--- src/rtl/mig_port_arbiter_pkg.sv ---
// Shared MIG interface constants, command encodings and arbiter state type.
package mig_port_arbiter_pkg;

    localparam int MIG_ADDR_WIDTH = 28;
    localparam int MIG_CMD_WIDTH  = 3;
    localparam int MIG_DATA_WIDTH = 128;
    localparam int MIG_MASK_WIDTH = 16;

    localparam logic [2:0] CMD_WRITE = 3'b000;
    localparam logic [2:0] CMD_READ  = 3'b001;

    // state       | meaning
    // WAIT_CALIB  | memory not calibrated, no request accepted
    // IDLE        | round-robin pick among eligible requesters
    // ISSUE       | latched command driven on the app interface until accepted
    typedef enum logic [1:0] {
        ST_WAIT_CALIB = 2'd0,
        ST_IDLE       = 2'd1,
        ST_ISSUE      = 2'd2
    } arb_state_e;

endpackage

--- src/rtl/mig_port_arbiter_tag_fifo.sv ---
// Read-tag FIFO: records which port owns each outstanding read, in issue order.
module tag_fifo #(
    parameter int WIDTH = 2,
    parameter int DEPTH = 16
) (
    input  logic             clk,
    input  logic             rst,
    input  logic             push,
    input  logic [WIDTH-1:0] push_data,
    input  logic             pop,
    output logic [WIDTH-1:0] pop_data,
    output logic             full,
    output logic             empty
);
    localparam int PTR_W = $clog2(DEPTH);

    logic [WIDTH-1:0] mem_q [DEPTH];
    logic [WIDTH-1:0] mem_d [DEPTH];
    logic [PTR_W-1:0] wr_ptr_q, wr_ptr_d;
    logic [PTR_W-1:0] rd_ptr_q, rd_ptr_d;
    logic [PTR_W:0]   count_q, count_d;
    logic             do_push, do_pop;

    assign full     = (count_q == (PTR_W+1)'(DEPTH));
    assign empty    = (count_q == '0);
    assign pop_data = mem_q[rd_ptr_q];
    assign do_pop   = pop & ~empty;
    // A pop in the same cycle frees the slot a push needs.
    assign do_push  = push & (~full | do_pop);

    // Next pointer, storage and occupancy values.
    always_comb begin
        mem_d    = mem_q;
        wr_ptr_d = wr_ptr_q;
        rd_ptr_d = rd_ptr_q;
        count_d  = count_q;
        if (do_push) begin
            mem_d[wr_ptr_q] = push_data;
            wr_ptr_d        = wr_ptr_q + 1'b1;
        end
        if (do_pop) begin
            rd_ptr_d = rd_ptr_q + 1'b1;
        end
        case ({do_push, do_pop})
            2'b10:   count_d = count_q + 1'b1;
            2'b01:   count_d = count_q - 1'b1;
            default: count_d = count_q;
        endcase
    end

    // FIFO registers; reset empties the FIFO and discards all tags.
    always_ff @(posedge clk or posedge rst) begin
        if (rst) begin
            mem_q    <= '{default: '0};
            wr_ptr_q <= '0;
            rd_ptr_q <= '0;
            count_q  <= '0;
        end else begin
            mem_q    <= mem_d;
            wr_ptr_q <= wr_ptr_d;
            rd_ptr_q <= rd_ptr_d;
            count_q  <= count_d;
        end
    end

endmodule

--- src/rtl/mig_port_arbiter.sv ---
// Round-robin arbiter sharing one MIG application port among several clients.
module mig_port_arbiter
    import mig_port_arbiter_pkg::*;
#(
    parameter int NUM_PORTS      = 4,
    parameter int APP_ADDR_WIDTH = MIG_ADDR_WIDTH,
    parameter int APP_CMD_WIDTH  = MIG_CMD_WIDTH,
    parameter int APP_DATA_WIDTH = MIG_DATA_WIDTH,
    parameter int APP_MASK_WIDTH = MIG_MASK_WIDTH,
    parameter int TAG_DEPTH      = 16
) (
    input  logic                                clk,
    input  logic                                i_rst,
    input  logic [NUM_PORTS-1:0]                i_req,
    input  logic [NUM_PORTS-1:0]                i_we,
    input  logic [NUM_PORTS*APP_ADDR_WIDTH-1:0] i_addr,
    input  logic [NUM_PORTS*APP_DATA_WIDTH-1:0] i_data,
    input  logic [NUM_PORTS*APP_MASK_WIDTH-1:0] i_mask,
    output logic [NUM_PORTS-1:0]                o_ack,
    output logic [APP_DATA_WIDTH-1:0]           o_data,
    output logic [NUM_PORTS-1:0]                o_data_valid,
    output logic                                o_tag_err,
    output logic [APP_ADDR_WIDTH-1:0]           app_addr,
    output logic [APP_CMD_WIDTH-1:0]            app_cmd,
    output logic                                app_en,
    output logic [APP_DATA_WIDTH-1:0]           app_wdf_data,
    output logic [APP_MASK_WIDTH-1:0]           app_wdf_mask,
    output logic                                app_wdf_wren,
    output logic                                app_wdf_end,
    input  logic                                app_rdy,
    input  logic                                app_wdf_rdy,
    input  logic [APP_DATA_WIDTH-1:0]           app_rd_data,
    input  logic                                app_rd_data_valid,
    input  logic                                i_init_calib_complete
);
    localparam int PIDX_W = $clog2(NUM_PORTS);
    localparam logic [APP_CMD_WIDTH-1:0] CMD_WR = APP_CMD_WIDTH'(CMD_WRITE);
    localparam logic [APP_CMD_WIDTH-1:0] CMD_RD = APP_CMD_WIDTH'(CMD_READ);

    arb_state_e                state_q, state_d;
    logic [PIDX_W-1:0]         rr_q, rr_d;
    logic [PIDX_W-1:0]         port_q, port_d;
    logic [APP_CMD_WIDTH-1:0]  cmd_q, cmd_d;
    logic [APP_ADDR_WIDTH-1:0] addr_q, addr_d;
    logic [APP_DATA_WIDTH-1:0] data_q, data_d;
    logic [APP_MASK_WIDTH-1:0] mask_q, mask_d;
    logic                      tag_err_q, tag_err_d;

    logic [NUM_PORTS-1:0]      elig;
    logic                      grant_found;
    logic [PIDX_W-1:0]         grant_idx;
    logic                      is_write, cmd_done;
    logic                      tag_full, tag_empty;
    logic [PIDX_W-1:0]         tag_pop_data;

    assign is_write = (cmd_q == CMD_WR);
    // Writes need both the command and the write-data FIFO in the same cycle.
    assign cmd_done = (state_q == ST_ISSUE) && app_rdy && (!is_write || app_wdf_rdy);
    // A full tag FIFO only blocks reads; writes never produce a tag.
    assign elig     = i_req & (i_we | {NUM_PORTS{~tag_full}});

    // Round-robin search starting at the port after the last one served.
    always_comb begin
        int idx;
        idx         = 0;
        grant_found = 1'b0;
        grant_idx   = '0;
        for (int i = 0; i < NUM_PORTS; i++) begin
            idx = int'(rr_q) + i;
            if (idx >= NUM_PORTS) idx = idx - NUM_PORTS;
            if (!grant_found && elig[PIDX_W'(idx)]) begin
                grant_found = 1'b1;
                grant_idx   = PIDX_W'(idx);
            end
        end
    end

    // Next-state, command latch and sticky tag-error logic.
    always_comb begin
        state_d   = state_q;
        rr_d      = rr_q;
        port_d    = port_q;
        cmd_d     = cmd_q;
        addr_d    = addr_q;
        data_d    = data_q;
        mask_d    = mask_q;
        tag_err_d = tag_err_q | (app_rd_data_valid & tag_empty);
        case (state_q)
            ST_WAIT_CALIB: begin
                if (i_init_calib_complete) state_d = ST_IDLE;
            end
            ST_IDLE: begin
                if (!i_init_calib_complete) begin
                    state_d = ST_WAIT_CALIB;
                end else if (grant_found) begin
                    port_d  = grant_idx;
                    cmd_d   = i_we[grant_idx] ? CMD_WR : CMD_RD;
                    addr_d  = i_addr[int'(grant_idx)*APP_ADDR_WIDTH +: APP_ADDR_WIDTH];
                    data_d  = i_data[int'(grant_idx)*APP_DATA_WIDTH +: APP_DATA_WIDTH];
                    mask_d  = i_mask[int'(grant_idx)*APP_MASK_WIDTH +: APP_MASK_WIDTH];
                    state_d = ST_ISSUE;
                end
            end
            ST_ISSUE: begin
                // Calibration loss is only honoured once the command is accepted.
                if (cmd_done) begin
                    rr_d    = (port_q == PIDX_W'(NUM_PORTS-1)) ? '0 : port_q + 1'b1;
                    state_d = i_init_calib_complete ? ST_IDLE : ST_WAIT_CALIB;
                end
            end
            default: state_d = ST_WAIT_CALIB;
        endcase
    end

    // State and latch registers.
    always_ff @(posedge clk or posedge i_rst) begin
        if (i_rst) begin
            state_q   <= ST_WAIT_CALIB;
            rr_q      <= '0;
            port_q    <= '0;
            cmd_q     <= '0;
            addr_q    <= '0;
            data_q    <= '0;
            mask_q    <= '0;
            tag_err_q <= 1'b0;
        end else begin
            state_q   <= state_d;
            rr_q      <= rr_d;
            port_q    <= port_d;
            cmd_q     <= cmd_d;
            addr_q    <= addr_d;
            data_q    <= data_d;
            mask_q    <= mask_d;
            tag_err_q <= tag_err_d;
        end
    end

    tag_fifo #(
        .WIDTH (PIDX_W),
        .DEPTH (TAG_DEPTH)
    ) u_tag_fifo (
        .clk       (clk),
        .rst       (i_rst),
        .push      (cmd_done & ~is_write),
        .push_data (port_q),
        .pop       (app_rd_data_valid),
        .pop_data  (tag_pop_data),
        .full      (tag_full),
        .empty     (tag_empty)
    );

    assign app_en       = (state_q == ST_ISSUE);
    assign app_cmd      = cmd_q;
    assign app_addr     = addr_q;
    assign app_wdf_data = data_q;
    assign app_wdf_mask = mask_q;
    assign app_wdf_wren = app_en & is_write;
    assign app_wdf_end  = app_en & is_write;

    assign o_ack        = cmd_done ? (NUM_PORTS'(1) << port_q) : '0;
    assign o_data       = app_rd_data;
    assign o_data_valid = (app_rd_data_valid && !tag_empty) ? (NUM_PORTS'(1) << tag_pop_data) : '0;
    assign o_tag_err    = tag_err_q;

endmodule

--- config.mk ---
export PLATFORM = sky130hd
export DESIGN_NAME = mig_port_arbiter
export DESIGN_NICKNAME = d
export VERILOG_FILES = /design/src/rtl/mig_port_arbiter_pkg.sv /design/src/rtl/mig_port_arbiter_tag_fifo.sv /design/src/rtl/mig_port_arbiter.sv
export SDC_FILE = /design/constraint.sdc
export NUM_CORES = 1
export LEC_CHECK = 0
export ABC_AREA = 0
export BUFFER_PORTS_ARGS = -buffer_cell sky130_fd_sc_hd__buf_2
export CORE_AREA = 2 2 441 443
export DETAILED_ROUTE_END_ITERATION = 10
export DIE_AREA = 0 0 443 445
export HOLD_SLACK_MARGIN = 0.06
export SLEW_MARGIN = 20
export SYNTH_ARGS = -nofsm -noshare
export SYNTH_HDL_FRONTEND = slang
export SYNTH_SLANG_ARGS = --single-unit
--- constraint.sdc ---
create_clock -name clk -period 9.2 [get_ports clk]
set_input_delay 0.92 -clock clk [delete_from_list [all_inputs] [get_ports clk]]
set_output_delay 0.92 -clock clk [all_outputs]
set_load 0.005 [all_outputs]
==> flow_summary.ini, run 1 <==
[run_status]
outcome = finished, final reports clean

[worst_setup_path]
timing.critical_path.cells = or4_1, o21ai_1, nand4_1, nand4_4, buf_4, or2_4, buf_4, buf_4, o221ai_1
worstSetupStartpointType = flip-flop
r2r_start = u_tag_fifo.count_q[0]
criticalPathCategory = reg -> reg
critPathArrivalTime_ns = 5.40
r2r_setup_slack_ns = 4.29
worst_path_most_repeated_cell = sky130_fd_sc_hd__buf_4
worstSetupEndpointType = flip-flop
crit_buf_inv = 3
r2r.worst_path.cells = 9
worstPathMaxFanout = 49
critPathSlowestCell = sky130_fd_sc_hd__or4_1
regToRegEndpoint = app_wdf_data[50]
cell_family_contributing_the_most_delay_on_the_critical_path = buffers and inverters
cp.required_ns = 9.69
critical_path.max_stage_delay_ns = 0.71

[clocking]
clock_insertion_delay_worst_skew_ns = 0.66
total_number_of_h_tree_levels = 1
cts_hold_buffers = 0
cts_max_path_buffers = 3
clock-root-buffer = sky130_fd_sc_hd__clkbuf_16
tritoncts.num_buffers = 31
tritoncts = yes
numClockSinks = 225
clk_transition_reported_paths_ns = 0.06
post_cts.repair.setup_buffers = 0
cts_resized = 0

[die]
die-height_um = 445
ios = 1145
floorplan.initialDensity_pct = 7.64
core_area_um2 = 192000
row_count = 161
dieWidth_um = 443
area_of_the_die_um2 = 197000

[power]
seq_power_share_pct = 30.4
power_switching_mw = 2.40
p_int_mw = 3.21
switching_share_pct = 42.8
comb_power_share_pct = 47.4
p_per_area_nw_per_um2 = 258
vdd.ir_drop.worst_mv = 0.137
share_clk_of_total_power_pct = 22.2
power.leakage_nw = 10.9

[timing]
timing_worst_slew_pin_value_ns = 1.13
timing_hold_violations_final = 0
setup_repair_after_global_routing_missed_its_margin = false
maxClockFrequency_mhz = 204
tns_ns = 0
fin_crit_sh_pct = 53.3
final_max_slew_viol_count = 0
max-slew-margin-rel_pct = 24.6
layout_min_cycle_time_ns = 4.91
finalSetupViolations = 0
worst_clock_skew_ns = 0.0583

[final_layout]
post-route-util_pct = 11.3
layout.cells.most_common = sky130_fd_sc_hd__buf_2
final_stage_net_count = 2901
area_growth_pct = 48.3
layout-drive-gt1-share_pct = 48.7
layout.cells.most_common_list = sky130_fd_sc_hd__buf_2 (886), sky130_fd_sc_hd__mux2i_1 (344), sky130_fd_sc_hd__dfrtp_1 (225)

[grt]
grt_first_pass_wirelength_um = 156000
grt_residual_overflow = 0
antenna_found_initial = 182
total_track_usage_pct = 12.1
grt_pass1_vias = 14500
grt_max_degree = 105

[synth]
synth-adder-area-share_pct = 1.25
synth_compound_gate_area_share_pct = 14.3
synth_sequential_area_ratio_pct = 38.4
synth-simple-area-share_pct = 7.39
yosys_register_bits = 225
post_synth_inst_count = 1356
syn_area_per_cell_um2 = 10.8
synth_cell_type_count = 43
yosys_warnings = 0
synth.area.mux_share_pct = 25.5
post_synth_xor_area_fraction_pct = 0.657
main_combinational_cell_family_by_area_after_synthesis = multiplexers
synth_area_um2 = 14700

[placement]
place.detailed.hpwl_um = 110000
buffer_ports.inserted = 886
gp_routability_congestion = 0.957

[routing]
detailedRoute.firstPassIterationCount = 5
drc = 0
ant_nets = 0
routed_wire_length_per_instance_um = 27.1
routed_wl_um = 126000
drt_first_iter_violations = 1364
vias_per_cell = 3.27
dr_total_vias = 15100

[hold_path]
min-delay-path-class = in -> async

[job]
cap_viol_max_count = 0
[sequential cells by signal, summed over array words and instances, names as in the netlist]
name / flops
app_addr: 28
port_q: 2
app_wdf_mask: 16
app_wdf_data: 128
state_q: 2
u_tag_fifo.rd_ptr_q: 4
u_tag_fifo.count_q: 5
o_tag_err: 1
rr_q: 2
app_cmd: 1
u_tag_fifo.wr_ptr_q: 4
u_tag_fifo.mem_q: 32
[cells by family after synthesis]
logic type,after synthesis
muxes,360
buffers and inverters,250
DFF,225
adders and majority gates,14
other,1
and+or+nand+nor,264
xor gates and xnor gates,11
AOI/OAI and AO/OA,231
[cell usage after synthesis, drive strengths merged]
library cell,count,share of area [%]
a21o,3,0.15
a21oi,2,0.068
and2,5,0.21
and3,1,0.043
buf,206,11
clkbuf,31,0.79
conb,1,0.026
dfrtp,225,38
fa,1,0.14
ha,13,1.1
inv,13,0.33
mux2,5,0.38
mux2i,345,24
mux4,10,1.5
nand2,218,5.6
nand2b,7,0.30
nand3,12,0.41
nand4,8,0.38
nor2,6,0.15
nor2b,2,0.085
nor3,1,0.034
nor3b,1,0.051
o2111a,1,0.077
o211a,2,0.14
o211ai,3,0.19
o21a,2,0.10
o21ai,44,1.5
o21bai,1,0.051
o221ai,173,12
or2,1,0.043
or3,1,0.043
or4,1,0.051
xnor2,8,0.48
xor2,3,0.18
[routing by layer]
metal | GRT usage, % | wire, um | up-vias
li1 | - | - | 6330
met4 | 2.63 | 3410 | 120
met2 | 20.2 | 59300 | 1052
met3 | 7.99 | 19200 | 406
met5 | 1.42 | 1160 | -
met1 | 12.6 | 42700 | 7227
[power groups by stage]
stage	Sequential [mW]	Combinational, mW	Clock [mW]
after floorplan	1.64	1.62	0
after global placement	1.70	2.65	0
after detailed placement	1.71	2.71	0
after CTS	1.70	2.72	1.29
after global routing	1.75	2.87	1.33
final	1.71	2.66	1.24
[final cells by class]
| type | instances | area (um2) |
|---|---|---|
| diodes | 30 | 75.1 |
| clock buffers | 43 | 881 |
| clock inverters | 11 | 123 |
| fillers | 22100 | 170000 |
| inverters | 13 | 56.3 |
| multi-input cells | 882 | 7230 |
| flip-flops and latches | 225 | 5630 |
| well taps | 2526 | 3160 |
| repair buffers | 904 | 4590 |
[worst reg2reg max path: stages (launching register included)]
cell and delay, ns:
sky130_fd_sc_hd__dfrtp_1 0.42, sky130_fd_sc_hd__or4_1 0.71, sky130_fd_sc_hd__o21ai_1 0.34, sky130_fd_sc_hd__nand4_1 0.26
sky130_fd_sc_hd__nand4_4 0.16, sky130_fd_sc_hd__buf_4 0.53, sky130_fd_sc_hd__or2_4 0.69, sky130_fd_sc_hd__buf_4 0.74
sky130_fd_sc_hd__buf_4 0.69, sky130_fd_sc_hd__o221ai_1 0.26
[worst max-delay path by stage]
stage               cells after the start  slack (ns)               end             startpoint
global route                            9        3.99  app_wdf_data[16]  u_tag_fifo.count_q[0]
finish                                  9        4.29  app_wdf_data[50]  u_tag_fifo.count_q[0]
global placement                        9        4.31   app_wdf_data[4]  u_tag_fifo.count_q[0]
CTS                                     9        4.23  app_wdf_data[50]  u_tag_fifo.count_q[0]
detailed placement                      9        4.21      app_addr[14]  u_tag_fifo.count_q[0]
floorplan                               1        2.12       app_addr[0]                  i_rst
[stage by stage]
step	setup slack, ns	cells	hold slack, ns	power [mW]	cell area (um2)
after floorplan	2.12	1357	0.445	3.25	14700
after global placement	4.31	4550	0.450	4.35	20700
after detailed placement	4.21	4550	0.447	4.42	20700
after CTS	4.23	4604	0.371	5.72	21700
after global routing	3.99	4615	0.401	5.95	21700
final	4.29	4634	0.395	5.62	21800
Power figures use the tool's default switching activity.
==> run 2: changes to the inputs <==
- clock period: 9.2 -> 4.6 ns (I/O delays scaled with it)
==> run 2 against run 1 <==
Against the previous run:
- worst setup slack got worse by 3.5 ns
- wire length increased by 10%
- critical path depth unchanged
- sequential share of layout area decreased by 0.53 points
- hold slack got worse by 0.24 ns
- non-clock buffer count increased by 17
- highest routed layer unchanged
- power increased by 110%
- first-iteration DRC count increased by 7.3%
==> flow_summary.ini, run 2 (synthesized netlist as in run 1, its figures left out) <==
[run_status]
outcome = finished, final reports clean

[worst_setup_path]
worstSetupEndpointType = flip-flop
critPathArrivalTime_ns = 4.22
critPathSlowestCell = sky130_fd_sc_hd__or4_1
worstSetupStartpointType = flip-flop
crit_buf_inv = 3
criticalPathCategory = reg -> reg
timing.critical_path.cells = or4_1, o21ai_1, nand2_1, o211ai_1, buf_12, buf_12, buf_12, mux2i_1, o221ai_1
cp.required_ns = 5.01
critical_path.max_stage_delay_ns = 0.73
cell_family_contributing_the_most_delay_on_the_critical_path = compound AO/OA/AOI/OAI gates
worstPathMaxFanout = 38
worst_path_most_repeated_cell = sky130_fd_sc_hd__buf_12

[grt]
total_track_usage_pct = 13.4
grt_residual_overflow = 0
grt_first_pass_wirelength_um = 170000
grt_pass1_vias = 15000
grt_max_degree = 114
antenna_found_initial = 182

[die]
dieWidth_um = 443
die-height_um = 445
ios = 1145
core_area_um2 = 192000
row_count = 161
floorplan.initialDensity_pct = 7.64
area_of_the_die_um2 = 197000

[clocking]
cts_max_path_buffers = 3
numClockSinks = 225
tritoncts.num_buffers = 35
clock-root-buffer = sky130_fd_sc_hd__clkbuf_16
clk_transition_reported_paths_ns = 0.06
tritoncts = yes
total_number_of_h_tree_levels = 2
clock_insertion_delay_worst_skew_ns = 0.60
cts_resized = 0

[routing]
drc = 0
routed_wl_um = 138000
top_layer_used = met5
dr_wl_met2_um = 64000
detailedRoute.firstPassIterationCount = 5
ant_nets = 0
wl_met3_um = 19800
drt_first_iter_violations = 1464
routed_wire_length_per_instance_um = 29.7
wl_met1_um = 47100
vias_per_cell = 3.31
dr_total_vias = 15400

[timing]
finalSetupViolations = 0
hold-worst-slack_ns = 0.151
fin_crit_sh_pct = 82.9
setup_repair_after_global_routing_missed_its_margin = false
timing_hold_violations_final = 0
tns_ns = 0
timing_worst_slew_pin_value_ns = 1.08
max-slew-margin-rel_pct = 27.7
timing.final.ws_setup_ns = 0.786
final_max_slew_viol_count = 0
worst_clock_skew_ns = 0.0377
layout_min_cycle_time_ns = 3.81
maxClockFrequency_mhz = 262

[final_layout]
area_growth_pct = 51.4
fillers = 22100
largest_reg_flops = 128
layout-drive-gt1-share_pct = 49.3
final_stage_net_count = 2922
post-route-util_pct = 11.6
layoutNonFillerInstCount = 4657
layout.cells.most_common = sky130_fd_sc_hd__buf_2
postLayoutCellArea_um2 = 22200
layout.cells.most_common_list = sky130_fd_sc_hd__buf_2 (886), sky130_fd_sc_hd__mux2i_1 (345), sky130_fd_sc_hd__dfrtp_1 (225)

[hold_path]
min-delay-path-class = in -> reg

[placement]
detailed_place.area_um2 = 21000
place_inst = 4566
gp_routability_congestion = 0.990
dp_worst_setup_slack_ns = 0.730
place.detailed.hpwl_um = 121000
buffer_ports.inserted = 886

[power]
power.leakage_nw = 11.1
vdd.ir_drop.worst_mv = 0.383
p_per_area_nw_per_um2 = 533
finalPower_mw = 11.8

[job]
cap_viol_max_count = 0
## run 2: cell types whose count changed in the layout (fill, tap and decap cells not counted), moves of 2 or more
cell,delta
sky130_fd_sc_hd__clkbuf_16,+5
sky130_fd_sc_hd__inv_8,-2
sky130_fd_sc_hd__diode_2,+2
sky130_fd_sc_hd__buf_12,+14
sky130_fd_sc_hd__clkbuf_1,-3
sky130_fd_sc_hd__buf_4,+2
## run 2: layer usage
metal,up-vias,GRT usage (%)
met4,138,5.50
met2,1092,21.6
met3,442,8.27
met1,7353,14.0
met5,-,1.76
li1,6379,-
## run 2: area by class of cell
cell class	instances	area, um2	area share (%)
sequential	225	5630	25.4
multi-input combinational	882	7230	32.5
inverter	13	52.6	0.237
clock buffer	44	981	4.42
antenna	32	80.1	0.361
tap	2526	3160	14.2
clock inverter	14	175	0.789
timing repair buffer	921	4900	22.1
## run 2: report_power, final
part | total, mW | switching, mW | internal, mW
combinational | 5.58 | 3.28 | 2.30
clock | 2.83 | 1.20 | 1.63
sequential | 3.43 | 0.647 | 2.78
## run 2: path summary, 6_finish.rpt
kind	cells after the start	end	start	slack (ns)
worst max-delay path	9	app_wdf_data[25]	u_tag_fifo.count_q[0]	0.79
worst min-delay path	2	o_tag_err	app_rd_data_valid	0.15
worst max register to register	9	app_wdf_data[25]	u_tag_fifo.count_q[0]	0.79
worst min register to register	2	app_wdf_data[122]	app_wdf_data[122]	0.48
max in group asynchronous	4	app_wdf_data[48]	i_rst	2.91
min in group asynchronous	3	u_tag_fifo.wr_ptr_q[0]	i_rst	0.44
## run 2: timing repair
| item | in CTS | in global routing |
|---|---|---|
| hold buffers | 1 | 0 |
| hold endpoints to repair | 14 | 0 |
| setup buffers | 0 | 0 |
==> run 3: changes to the inputs <==
- ABC_AREA: 0 -> 1
- clock period: 4.6 -> 3.7 ns (I/O delays scaled with it)
==> run 3 against run 2 <==
Against the previous run:
- die area stayed put
- sequential share of layout area is 4.5 points lower
- fmax is 9.2% higher
- wire length is 1.6% lower
- clock-buffer cell count is 11 higher
- critical endpoint is now app_addr[24]
- largest power group unchanged
==> flow_summary.ini, run 3 <==
[final_layout]
largest_reg_flops = 128
post-route-util_pct = 14.1
layout.cells.most_common_list = sky130_fd_sc_hd__nand2_1 (1017), sky130_fd_sc_hd__buf_2 (886), sky130_fd_sc_hd__inv_1 (524)
layout.cells.most_common = sky130_fd_sc_hd__nand2_1
final_stage_net_count = 4532
layoutNonFillerInstCount = 6276
layout-drive-gt1-share_pct = 28.0
area_growth_pct = 54.3

[hold_path]
min-delay-path-class = in -> reg

[die]
row_count = 161
ios = 1145
floorplan.initialDensity_pct = 9.12
dieWidth_um = 443
core_area_um2 = 192000
area_of_the_die_um2 = 197000
die-height_um = 445

[worst_setup_path]
timing.critical_path.cells = nor2_2, nand4_1, nand3_1, nand2_2, o21ai_4, nand4_1, nand3_1, nand2_4, nor2_4, buf_12, buf_4, nand2_1, nand3_1, dlygate4sd3_1
worstSetupEndpointType = flip-flop
worstPathMaxFanout = 52
critPathSlowestCell = sky130_fd_sc_hd__dlygate4sd3_1
worstSetupStartpointType = flip-flop
criticalPathCategory = reg -> reg
critical_path.max_stage_delay_ns = 0.54
cp.required_ns = 4.23
critPathArrivalTime_ns = 4.02
worst_path_most_repeated_cell = sky130_fd_sc_hd__nand3_1

[synth]
synth_sequential_area_ratio_pct = 32.2
synth-async-reset-ratio_pct = 100
synthTopCellsByArea = sky130_fd_sc_hd__dfrtp_1 (32%), sky130_fd_sc_hd__nand2_1 (22%), sky130_fd_sc_hd__inv_1 (11%), sky130_fd_sc_hd__nand3_1 (7.6%), sky130_fd_sc_hd__buf_4 (6.3%)
synth_cell_type_count = 38
synth_largest_type_area_fraction_pct = 32.2
number_of_synthesized_flops_with_an_enable_pin = 0
library_cell_occupying_the_most_area_in_the_post_synthesis_netlist = sky130_fd_sc_hd__dfrtp_1
post_synth_inst_count = 2848
synth_top_flop_cell = sky130_fd_sc_hd__dfrtp_1
yosys_register_bits = 225
syn_area_per_cell_um2 = 6.15
synth_area_um2 = 17500
synth.top_cells.by_count = sky130_fd_sc_hd__nand2_1 (1018), sky130_fd_sc_hd__inv_1 (525), sky130_fd_sc_hd__nand3_1 (267)
yosys_warnings = 0
yosysMostFrequentCell = sky130_fd_sc_hd__nand2_1

[grt]
grt_pass1_vias = 20200
grt_max_degree = 139
grt_residual_overflow = 0
grt_first_pass_wirelength_um = 177000
total_track_usage_pct = 13.2
antenna_found_initial = 129

[routing]
drt_first_iter_violations = 2090
routed_wl_um = 136000
drc = 0
ant_nets = 0
vias_per_cell = 3.51
detailedRoute.firstPassIterationCount = 5
routed_wire_length_per_instance_um = 21.7
dr_total_vias = 22000

[timing]
layout_min_cycle_time_ns = 3.49
timing_worst_slew_pin_value_ns = 1.03
finalSetupViolations = 0
tns_ns = 0
setup_repair_after_global_routing_missed_its_margin = false
timing.final.ws_setup_ns = 0.208
timing_hold_violations_final = 0
fin_crit_sh_pct = 94.4
maxClockFrequency_mhz = 286
final_max_slew_viol_count = 0
worst_clock_skew_ns = 0.0337
max-slew-margin-rel_pct = 31.3

[clocking]
tritoncts.num_buffers = 37
numClockSinks = 225
total_number_of_h_tree_levels = 2
clk_transition_reported_paths_ns = 0.06
clock-root-buffer = sky130_fd_sc_hd__clkbuf_16
cts_max_path_buffers = 3
tritoncts = yes
clock_insertion_delay_worst_skew_ns = 0.61

[power]
finalPower_mw = 25.1
p_per_area_nw_per_um2 = 928
vdd.ir_drop.worst_mv = 1.04
power.leakage_nw = 14.8

[placement]
place.detailed.hpwl_um = 114000
place_inst = 6025
dp_worst_setup_slack_ns = 0.588
gp_routability_congestion = 0.926
buffer_ports.inserted = 886

[run_status]
outcome = finished, final reports clean

[job]
cap_viol_max_count = 0
-- run 3: cell count changes in the layout (fill, tap and decap cells not counted), sizes merged, moves of 26 or more --
cell,delta
nand2,+803
buf,+39
nand4,+140
dlygate4sd3,+147
nor2,+26
nand3,+257
o221ai,-173
mux2i,-337
o21ai,+211
inv,+518
-- run 3: final cells by class --
class	count	area, um2
clock inverter	13	175
timing repair buffer	1107	6730
antenna	33	82.6
inverter	530	2000
multi-input combinational	1787	8150
tap	2526	3160
fill	22400	165000
sequential	225	5630
clock buffer	55	1090
-- run 3: worst paths after layout --
path | to | slack, ns | startpoint | depth (start not counted)
worst max-delay path | app_addr[24] | 0.21 | u_tag_fifo.count_q[2] | 14
worst min-delay path | app_addr[14] | 0.12 | i_addr[14] | 5
worst max register to register | app_addr[24] | 0.21 | u_tag_fifo.count_q[2] | 14
worst min register to register | app_wdf_data[6] | 0.47 | app_wdf_data[6] | 2
max in group asynchronous | port_q[1] | 2.27 | i_rst | 4
min in group asynchronous | app_wdf_data[35] | 0.37 | i_rst | 3
-- run 3: critical path: cells and delay by family (launching register included) --
| kind | cells | cell delay, ns |
|---|---|---|
| buf+inv | 3 | 1.13 |
| flops | 1 | 0.40 |
| simple gates | 10 | 1.48 |
| compound gates | 1 | 0.25 |
-- run 3: layer usage --
layer | global-route usage, % | up-vias | part of all wire [%]
met1 | 13.8 | 10000 | 34
met3 | 6.96 | 312 | 13
met4 | 4.20 | 52 | 4.0
met2 | 22.7 | 1227 | 49
li1 | - | 10400 | -
met5 | 0.293 | - | 0.30
-- run 3: logic make-up after synthesis --
group	synth area share, %
buffers and inverters	21.7
xor gates and xnor gates	0.493
DFF	32.2
AOI/OAI and AO/OA	8.28
other	0.0214
and+or+nand+nor	35.9
adders and majority gates	1.04
muxes	0.457
-- run 3: stage by stage --
step,hold WS (ns),area (um2)
CTS,0.0616,26900
global placement,0.460,24200
detailed placement,0.461,24200
global route,0.109,27000
finish,0.124,27000
floorplan,0.448,17500
-- run 3: power by group --
group	switching (mW)	internal, mW
Combinational	11.2	5.96
Sequential	0.736	3.46
Clock	1.48	2.27
-- run 3: what timing repair did --
action | CTS | global route
endpoints found under the hold margin | 99 | 0
buffers inserted | 0 | 2
setup endpoints to repair | 0 | 6
hold buffers | 148 | 0
resized for setup | 0 | 1
